--- src/rtl/d24_fdm_dly_pkg.sv ---
// Shared constants for the D24/FDM cascaded load/hold delay line:
// legal parameter ranges and the per-stage select encoding.
package d24_fdm_dly_pkg;

  localparam int unsigned STAGES_MIN = 32'd1;
  localparam int unsigned STAGES_MAX = 32'd8;
  localparam int unsigned WIDTH_MIN  = 32'd1;
  localparam int unsigned WIDTH_MAX  = 32'd16;

  // A select bit of 1 recirculates the stage, 0 loads it from its source.
  localparam logic SEL_HOLD = 1'b1;
  localparam logic SEL_LOAD = 1'b0;

  typedef enum logic {
    STAGE_LOAD = SEL_LOAD,
    STAGE_HOLD = SEL_HOLD
  } stage_mode_e;

  // True when a parameter pair lies inside the supported range.
  function automatic logic params_legal(input int unsigned stages, input int unsigned width);
    params_legal = (stages >= STAGES_MIN) && (stages <= STAGES_MAX) &&
                   (width  >= WIDTH_MIN)  && (width  <= WIDTH_MAX);
  endfunction

endpackage

--- src/rtl/d24_fdm_stage.sv ---
// One delay-line stage: a D24 AND-OR-invert select cell feeding an FDM
// register; the stage output is the register's inverted output Qn.
module d24_fdm_stage
  import d24_fdm_dly_pkg::*;
#(
  parameter int unsigned WIDTH = 1
) (
  input  logic             ck,
  input  logic             rst,
  input  logic             sel,
  input  logic [WIDTH-1:0] src,
  output logic [WIDTH-1:0] qn
);

  stage_mode_e      mode_s;
  logic [WIDTH-1:0] a2_s;
  logic [WIDTH-1:0] b2_s;
  logic [WIDTH-1:0] x_s;
  logic [WIDTH-1:0] q_r;

  assign mode_s = stage_mode_e'(sel);
  assign a2_s   = {WIDTH{mode_s == STAGE_HOLD}};
  assign b2_s   = {WIDTH{mode_s == STAGE_LOAD}};

  // D24 cell: X = NOT((Qn AND hold) OR (src AND load)), bitwise.
  always_comb begin
    x_s = ~((qn & a2_s) | (src & b2_s));
  end

  // FDM register; stored ones make Qn read as zero out of reset.
  always_ff @(posedge ck) begin
    if (rst) begin
      q_r <= {WIDTH{1'b1}};
    end else begin
      q_r <= x_s;
    end
  end

  assign qn = ~q_r;

endmodule

--- src/rtl/d24_fdm_dly.sv ---
// Cascade of STAGES D24/FDM stages forming a per-stage load/hold shift line.
// Every stage samples the pre-edge output of its predecessor, so loads shift.
module d24_fdm_dly
  import d24_fdm_dly_pkg::*;
#(
  parameter int unsigned STAGES = 3,
  parameter int unsigned WIDTH  = 1
) (
  input  logic                    CK,
  input  logic                    RST,
  input  logic [WIDTH-1:0]        DIN,
  input  logic [STAGES-1:0]       SEL,
  output logic [STAGES*WIDTH-1:0] TAP,
  output logic [WIDTH-1:0]        DOUT
);

  logic [WIDTH-1:0] src_s [STAGES];

  generate
    if (!params_legal(STAGES, WIDTH)) begin : g_bad_params
      $error("d24_fdm_dly: STAGES or WIDTH outside supported range");
    end
  endgenerate

  genvar k;
  generate
    for (k = 0; k < STAGES; k++) begin : g_stage
      if (k == 0) begin : g_first
        assign src_s[k] = DIN;
      end else begin : g_chain
        assign src_s[k] = TAP[(k-1)*WIDTH +: WIDTH];
      end

      d24_fdm_stage #(
        .WIDTH(WIDTH)
      ) u_stage (
        .ck  (CK),
        .rst (RST),
        .sel (SEL[k]),
        .src (src_s[k]),
        .qn  (TAP[k*WIDTH +: WIDTH])
      );
    end
  endgenerate

  assign DOUT = TAP[(STAGES-1)*WIDTH +: WIDTH];

endmodule

--- config.mk ---
export PLATFORM = sky130hd
export DESIGN_NAME = d24_fdm_dly
export DESIGN_NICKNAME = d
export VERILOG_FILES = /design/src/rtl/d24_fdm_dly_pkg.sv /design/src/rtl/d24_fdm_stage.sv /design/src/rtl/d24_fdm_dly.sv
export SDC_FILE = /design/constraint.sdc
export NUM_CORES = 1
export LEC_CHECK = 0
export CAP_MARGIN = 40
export CELL_PAD_IN_SITES_DETAIL_PLACEMENT = 1
export CELL_PAD_IN_SITES_GLOBAL_PLACEMENT = 2
export CORE_AREA = 5 5 42 44
export CTS_CLUSTER_DIAMETER = 40
export CTS_CLUSTER_SIZE = 16
export DETAILED_ROUTE_END_ITERATION = 8
export DIE_AREA = 0 0 47 49
export PLACE_DENSITY = 0.55
export SKIP_CTS_REPAIR_TIMING = 1
export SYNTH_ARGS = -nofsm -noshare
export SYNTH_HDL_FRONTEND = slang
export SYNTH_SLANG_ARGS = --single-unit
--- constraint.sdc ---
create_clock -name CK -period 0.8 [get_ports CK]
set_input_delay 0.16 -clock CK [delete_from_list [all_inputs] [get_ports CK]]
set_output_delay 0.16 -clock CK [all_outputs]
set_load 0.05 [all_outputs]
# --- After elaboration in Yosys (flattened, before gate mapping) ---
# Index checks and enable logic that the tools add are counted.
op_classes:
  n_addsub: 0
  mul: 0
  div: 0
  order_cmp: 0
  n_eq_ne: 0
  shift: 0
  mux: 0
  bitwise_logic: 18
  reduce_logical: 0
op_table:
  columns: ["operator", "count"]
  rows:
  - ["NOT 1 bit", 9]
  - ["AND 1 bit", 6]
  - ["OR 1 bit", 3]
totals:
  register_bits: 3
  latch_bits: 0
  ram_bits: 0
  romBits: 0
  n_memories: 0

# --- Longest topological paths before layout ---
# Gate-level depths: netlist (run 1).
depth:
  word_depth: 4
  depth_mapped: 2
  ltp_nobuf: 2

# --- Cells and area by module ---
# From an unflattened synthesis (run 1), not the netlist that was laid out.
unflattened:
  cells_unflattened: 16
  area_unflattened_um2: 142.6
by_module_without_submodules:
  columns: ["module", "n_inst", "cells_per_inst", "area_per_inst_um2", "seq_area_each_um2"]
  rows:
  - ["d24_fdm_stage", 3, 5, 45.0, 20.0]
  - ["d24_fdm_dly", 1, 1, 7.5, 0.0]

# --- Least setup slack after synthesis (run 1) ---
# No wires, ideal clock.
synth_path:
  path_type: "register to output"
  startpoint: "reg (tool-made name)"
  endpoint: "out TAP[2]"
  t_arrival_ns: 0.890
  required_ns: 0.640
  setup_slack_ns: -0.250
  path_stages_with_launch: 3
  path_buffers: 1
  path_cell_list: "dfxtp_1 > inv_1 > buf_4"
synth_lines:
  columns: ["item", "line_no", "source"]
  rows:
  - ["end: declaration", "d24_fdm_dly.sv:13", "output logic [STAGES*WIDTH-1:0] TAP,"]

==> results of run 1 <==
-- cells in the final DEF (no fill, tap or decap) --
cell / synthesis / layout
nor2b_1: 2 / 2
buf_12: 0 / 4
clkdlybuf4s50_1: 0 / 5
o211ai_2: 2 / 2
clkbuf_1: 0 / 1
inv_1: 3 / 1
o21ai_1: 1 / 1
clkinvlp_4: 0 / 1
nand2_1: 2 / 2
dfxtp_2: 0 / 3
inv_2: 1 / 2
clkbuf_4: 0 / 3
-- routing by layer --
metal | GRT usage | up-vias | part of all wire
li1 | - | 68 | -
met1 | 0.0285 | 53 | 0.41
met2 | 0.0407 | 12 | 0.36
met3 | 0.0627 | 0 | 0.22
met4 | 0.0138 | 0 | 0
met5 | 0 | - | 0
-- kinds of logic (layout without fill, tap and decap cells) --
| group | after synthesis | in the layout |
|---|---|---|
| AO/OA/AOI/OAI | 3 | 3 |
| buffers and inverters | 7 | 17 |
| flip-flops | 3 | 3 |
| AND/OR/NAND/NOR | 4 | 4 |
-- power by group through the flow --
stage	Sequential, mW	Clock [mW]	Combinational [mW]
finish	0.169	0.257	0.152
global placement	0.169	0	0.150
global route	0.170	0.285	0.158
detailed placement	0.170	0	0.153
floorplan	0.168	0	0.0850
CTS	0.168	0.272	0.153
-- cell type report --
type	count	area [µm²]	area share
inverters	4	18.8	0.0607
multi-input cells	7	50.0	0.162
repair buffers	9	130	0.421
flip-flops and latches	3	63.8	0.206
clock buffers	4	26.3	0.0850
well taps	16	20.0	0.0648
-- critical path, cell delays in order (launching register included) --
cell        delay, ns
dfxtp_2          0.34
clkinvlp_4       0.13
buf_12           0.17
-- worst paths after layout --
kind,endpoint,cells past startpoint
min reg2reg,flop,2
min,flop,2
max,DOUT,2
max reg2reg,flop,2
==> results.cfg, run 1 <==
[status]
status = finished with violations
violations = negative setup slack

[layout]
final_cell_area_um2 = 309
synthToLayoutAreaGrowth_pct = 109
fin_cells = 43
drive_gt1_frac = 0.556
final_core_util = 0.221
antenna_cells = 0
fill_cells = 164
fin_nets = 34

[power_and_ir_drop]
p_comb_frac = 0.263
switching_power_mw = 0.151
p_seq_frac = 0.293
p_total_mw = 0.577
cellLeakagePower_nw = 0.130
power_density_nw_per_um2 = 1870
intPower_mw = 0.426
ir_worst_vdd_mv = 0.787
p_sw_frac = 0.262
clkPwrFrac = 0.445

[synthesis]
syn_inst = 17
synthAdderAreaFrac = 0
synth_top_family_by_area = buffers and inverters
yosys.area_share.simple = 0.136
yosysTopAreaCellShare = 0.407
syn_area_um2 = 148
synthMuxAreaShare = 0
synthXorXnorAreaFrac = 0
ys_top_cells_by_count = buf_4 (3), dfxtp_1 (3), inv_1 (3)
synth_edf_count = 0
synth_area_leaders = dfxtp_1 (41%), o211ai_2 (17%), buf_4 (15%)
yosysTopAreaCell = dfxtp_1
ys_warn_count = 0
syn-num-nets = 23
avgSynthCellArea_um2 = 8.68
synthArstFlopShare = 0
synth_compound_area_frac = 0.203
synth.distinct_cells = 8
ys.flop_type = dfxtp_1
synth-seq-cells = 3
yosysSeqAreaShare = 0.407

[drt]
drt_first_pass_iters = 1
wl_per_cell_um = 7.91
wirelength_um = 340
dr_total_vias = 133
drt-initial-drc-count = 0
detail_route.drc_violations = 0
vias_per_cell = 3.09
ant_nets = 0

[sta]
setup_slack_ns = -0.225
tightest_slew_ns = 0.114
fmax_mhz = 976
grt_setup_unrepaired = yes
hold_viol = 0
maxSlewViolCount = 0
slew_headroom = 0.924
post-route-period-util = 1.28
final.setup.tns_ns = -0.684
finClkSkew_ns = 0.000984
fin_crit_ns = 1.02
timing.hold.ws_ns = 0.463
setup_viol = 4

[setup_path]
critPathCaptureType = primary output
start_kind = flop
crit_required_ns = 0.64
path_max_fanout = 2
arrival_ns = 0.86
path_class = reg -> out
ff2ff_setup_slack_ns = 0.18

[min_path]
hp-class = reg -> reg

[floorplanning]
die_area_um2 = 2300
ios = 10
rows = 14
die_width_um = 47
core_area_um2 = 1400
die_h_um = 49
initial_utilization = 0.105

[place]
hpwl_um = 299
place_ws_ns = -0.181
place_area_um2 = 280
dp.cells = 39
place.gp.congestion = 0.611
port_buffers = 9

[clocking]
cts_tree = yes
clockBufferDepth = 2
clkTransAtPathRegs_ns = 0.04
clkLatencyLatePin_ns = 0.23
htreeDepth = 1
cts.sinks = 3
cts-root-buf = clkbuf_4
numCtsBuffers = 3

[grt]
grt_usage = 0.0359
grt_pass1_vias = 131
grt_max_degree = 4
grt_pass1_wl_um = 503
grt_antenna_before_repair = 0
grt-ovfl-total = 0

[job]
cap_violations = 0
(Power assumes the default switching activity.)
==> inputs of run 2 (changes only) <==
--- a/config.mk
+++ b/config.mk
@@ -8,11 +8,10 @@
 export CAP_MARGIN = 40
 export CELL_PAD_IN_SITES_DETAIL_PLACEMENT = 1
 export CELL_PAD_IN_SITES_GLOBAL_PLACEMENT = 2
-export CORE_AREA = 5 5 42 44
-export CTS_CLUSTER_DIAMETER = 40
+export CORE_AREA = 2 2 39 41
 export CTS_CLUSTER_SIZE = 16
 export DETAILED_ROUTE_END_ITERATION = 8
-export DIE_AREA = 0 0 47 49
+export DIE_AREA = 0 0 41 43
 export PLACE_DENSITY = 0.55
 export SKIP_CTS_REPAIR_TIMING = 1
 export SYNTH_ARGS = -nofsm -noshare
==> constraint.sdc (replaced) <==
create_clock -name CK -period 1.1 [get_ports CK]
set_input_delay 0.22 -clock CK [delete_from_list [all_inputs] [get_ports CK]]
set_output_delay 0.22 -clock CK [all_outputs]
set_load 0.05 [all_outputs]
==> results.cfg, run 2 (synthesis results as in run 1) <==
[clocking]
cts-root-buf = clkbuf_4
cts.sinks = 3
htreeDepth = 1
numCtsBuffers = 3
clkTransAtPathRegs_ns = 0.04
clkLatencyLatePin_ns = 0.23
clockBufferDepth = 2
cts_tree = yes

[sta]
final.setup.tns_ns = 0
maxSlewViolCount = 0
hold_viol = 0
slew_headroom = 0.907
finClkSkew_ns = 0.00226
tightest_slew_ns = 0.139
fin_crit_ns = 1.08
grt_setup_unrepaired = yes
setup_viol = 0
post-route-period-util = 0.982
timing.hold.ws_ns = 0.484
fmax_mhz = 926

[place]
port_buffers = 9
place.gp.congestion = 0.566

[layout]
drive_gt1_frac = 0.444
fill_cells = 164
antenna_cells = 0
final_cell_mix = clkdlybuf4s50_1 (5), buf_12 (4), clkbuf_4 (3)
synthToLayoutAreaGrowth_pct = 108
multiInputGateArea_um2 = 50.0
fin_nets = 34
final_core_util = 0.222
register_area_um2 = 61.3
mostFrequentLayoutCell = clkdlybuf4s50_1

[setup_path]
critPathSlowestCell = dfxtp_2
arrival_ns = 0.86
path_class = reg -> out
path_max_fanout = 2
worst-path-buf-inv = 2
critPathCaptureType = primary output
critical-path-max-stage-delay_ns = 0.34
start_kind = flop
crit_family = flip-flops
worstPathCellList = clkinvlp_4, buf_12
crit_required_ns = 0.88

[floorplanning]
die_area_um2 = 1760
initial_utilization = 0.107
ios = 10
rows = 14
die_width_um = 41
core_area_um2 = 1380
die_h_um = 43

[status]
status = completed

[job]
cap_violations = 0

[grt]
grt_pass1_vias = 135
grt_usage = 0.0522
grt_max_degree = 4
grt_pass1_wl_um = 496
grt_antenna_before_repair = 0
grt-ovfl-total = 0

[drt]
wirelength_um = 297
drt_first_pass_iters = 1
vias_per_cell = 3.12
drt-initial-drc-count = 0
wl_per_cell_um = 6.91
dr_total_vias = 134
detail_route.drc_violations = 0
ant_nets = 0

[power_and_ir_drop]
power_density_nw_per_um2 = 1390
ir_worst_vdd_mv = 0.523
cellLeakagePower_nw = 0.132

[min_path]
hp-class = reg -> reg
-- run 2: worst register-to-register path: cells and delay by family (launching register included) --
kind | cells | cell delay (ns)
DFF | 1 | 0.30
buffers and inverters | 1 | 0.12
AOI/OAI and AO/OA | 1 | 0.10
-- run 2: final cells by class --
type	instances	area share
Tap cell	16	0.0653
Clock buffer	4	0.0857
Inverter	4	0.0612
Sequential cell	3	0.200
Timing Repair Buffer	9	0.424
Multi-Input combinational cell	7	0.163
-- run 2: through the flow --
step / power [mW] / instance area (µm²) / cells / setup WS, ns
floorplan: 0.181 / 155 / 17 / 0.0219
global placement: 0.231 / 279 / 39 / 0.104
detailed placement: 0.233 / 279 / 39 / 0.0679
CTS: 0.442 / 305 / 43 / -0.0476
global route: 0.455 / 307 / 43 / -0.0309
finish: 0.426 / 307 / 43 / 0.0196
-- run 2: worst paths after layout --
kind | from | endpoint | slack (ns) | cells after the start
worst min-delay path | flop | flop | 0.48 | 2
worst min register to register | flop | flop | 0.48 | 2
worst max-delay path | flop | DOUT | 0.02 | 2
worst max register to register | flop | flop | 0.46 | 2
-- run 2: power by group --
group | switching [mW] | internal (mW)
clock | 0.0588 | 0.136
combinational | 0.0533 | 0.0563
sequential | 0.00448 | 0.117
-- run 2: per-layer routing --
metal  vias to the layer above  track usage  part of all wire
met5                         -            0                 0
met4                         0       0.0600                 0
met3                         0       0.0628              0.15
met2                         8       0.0563              0.48
met1                        56       0.0417              0.36
li1                         70            -                 -
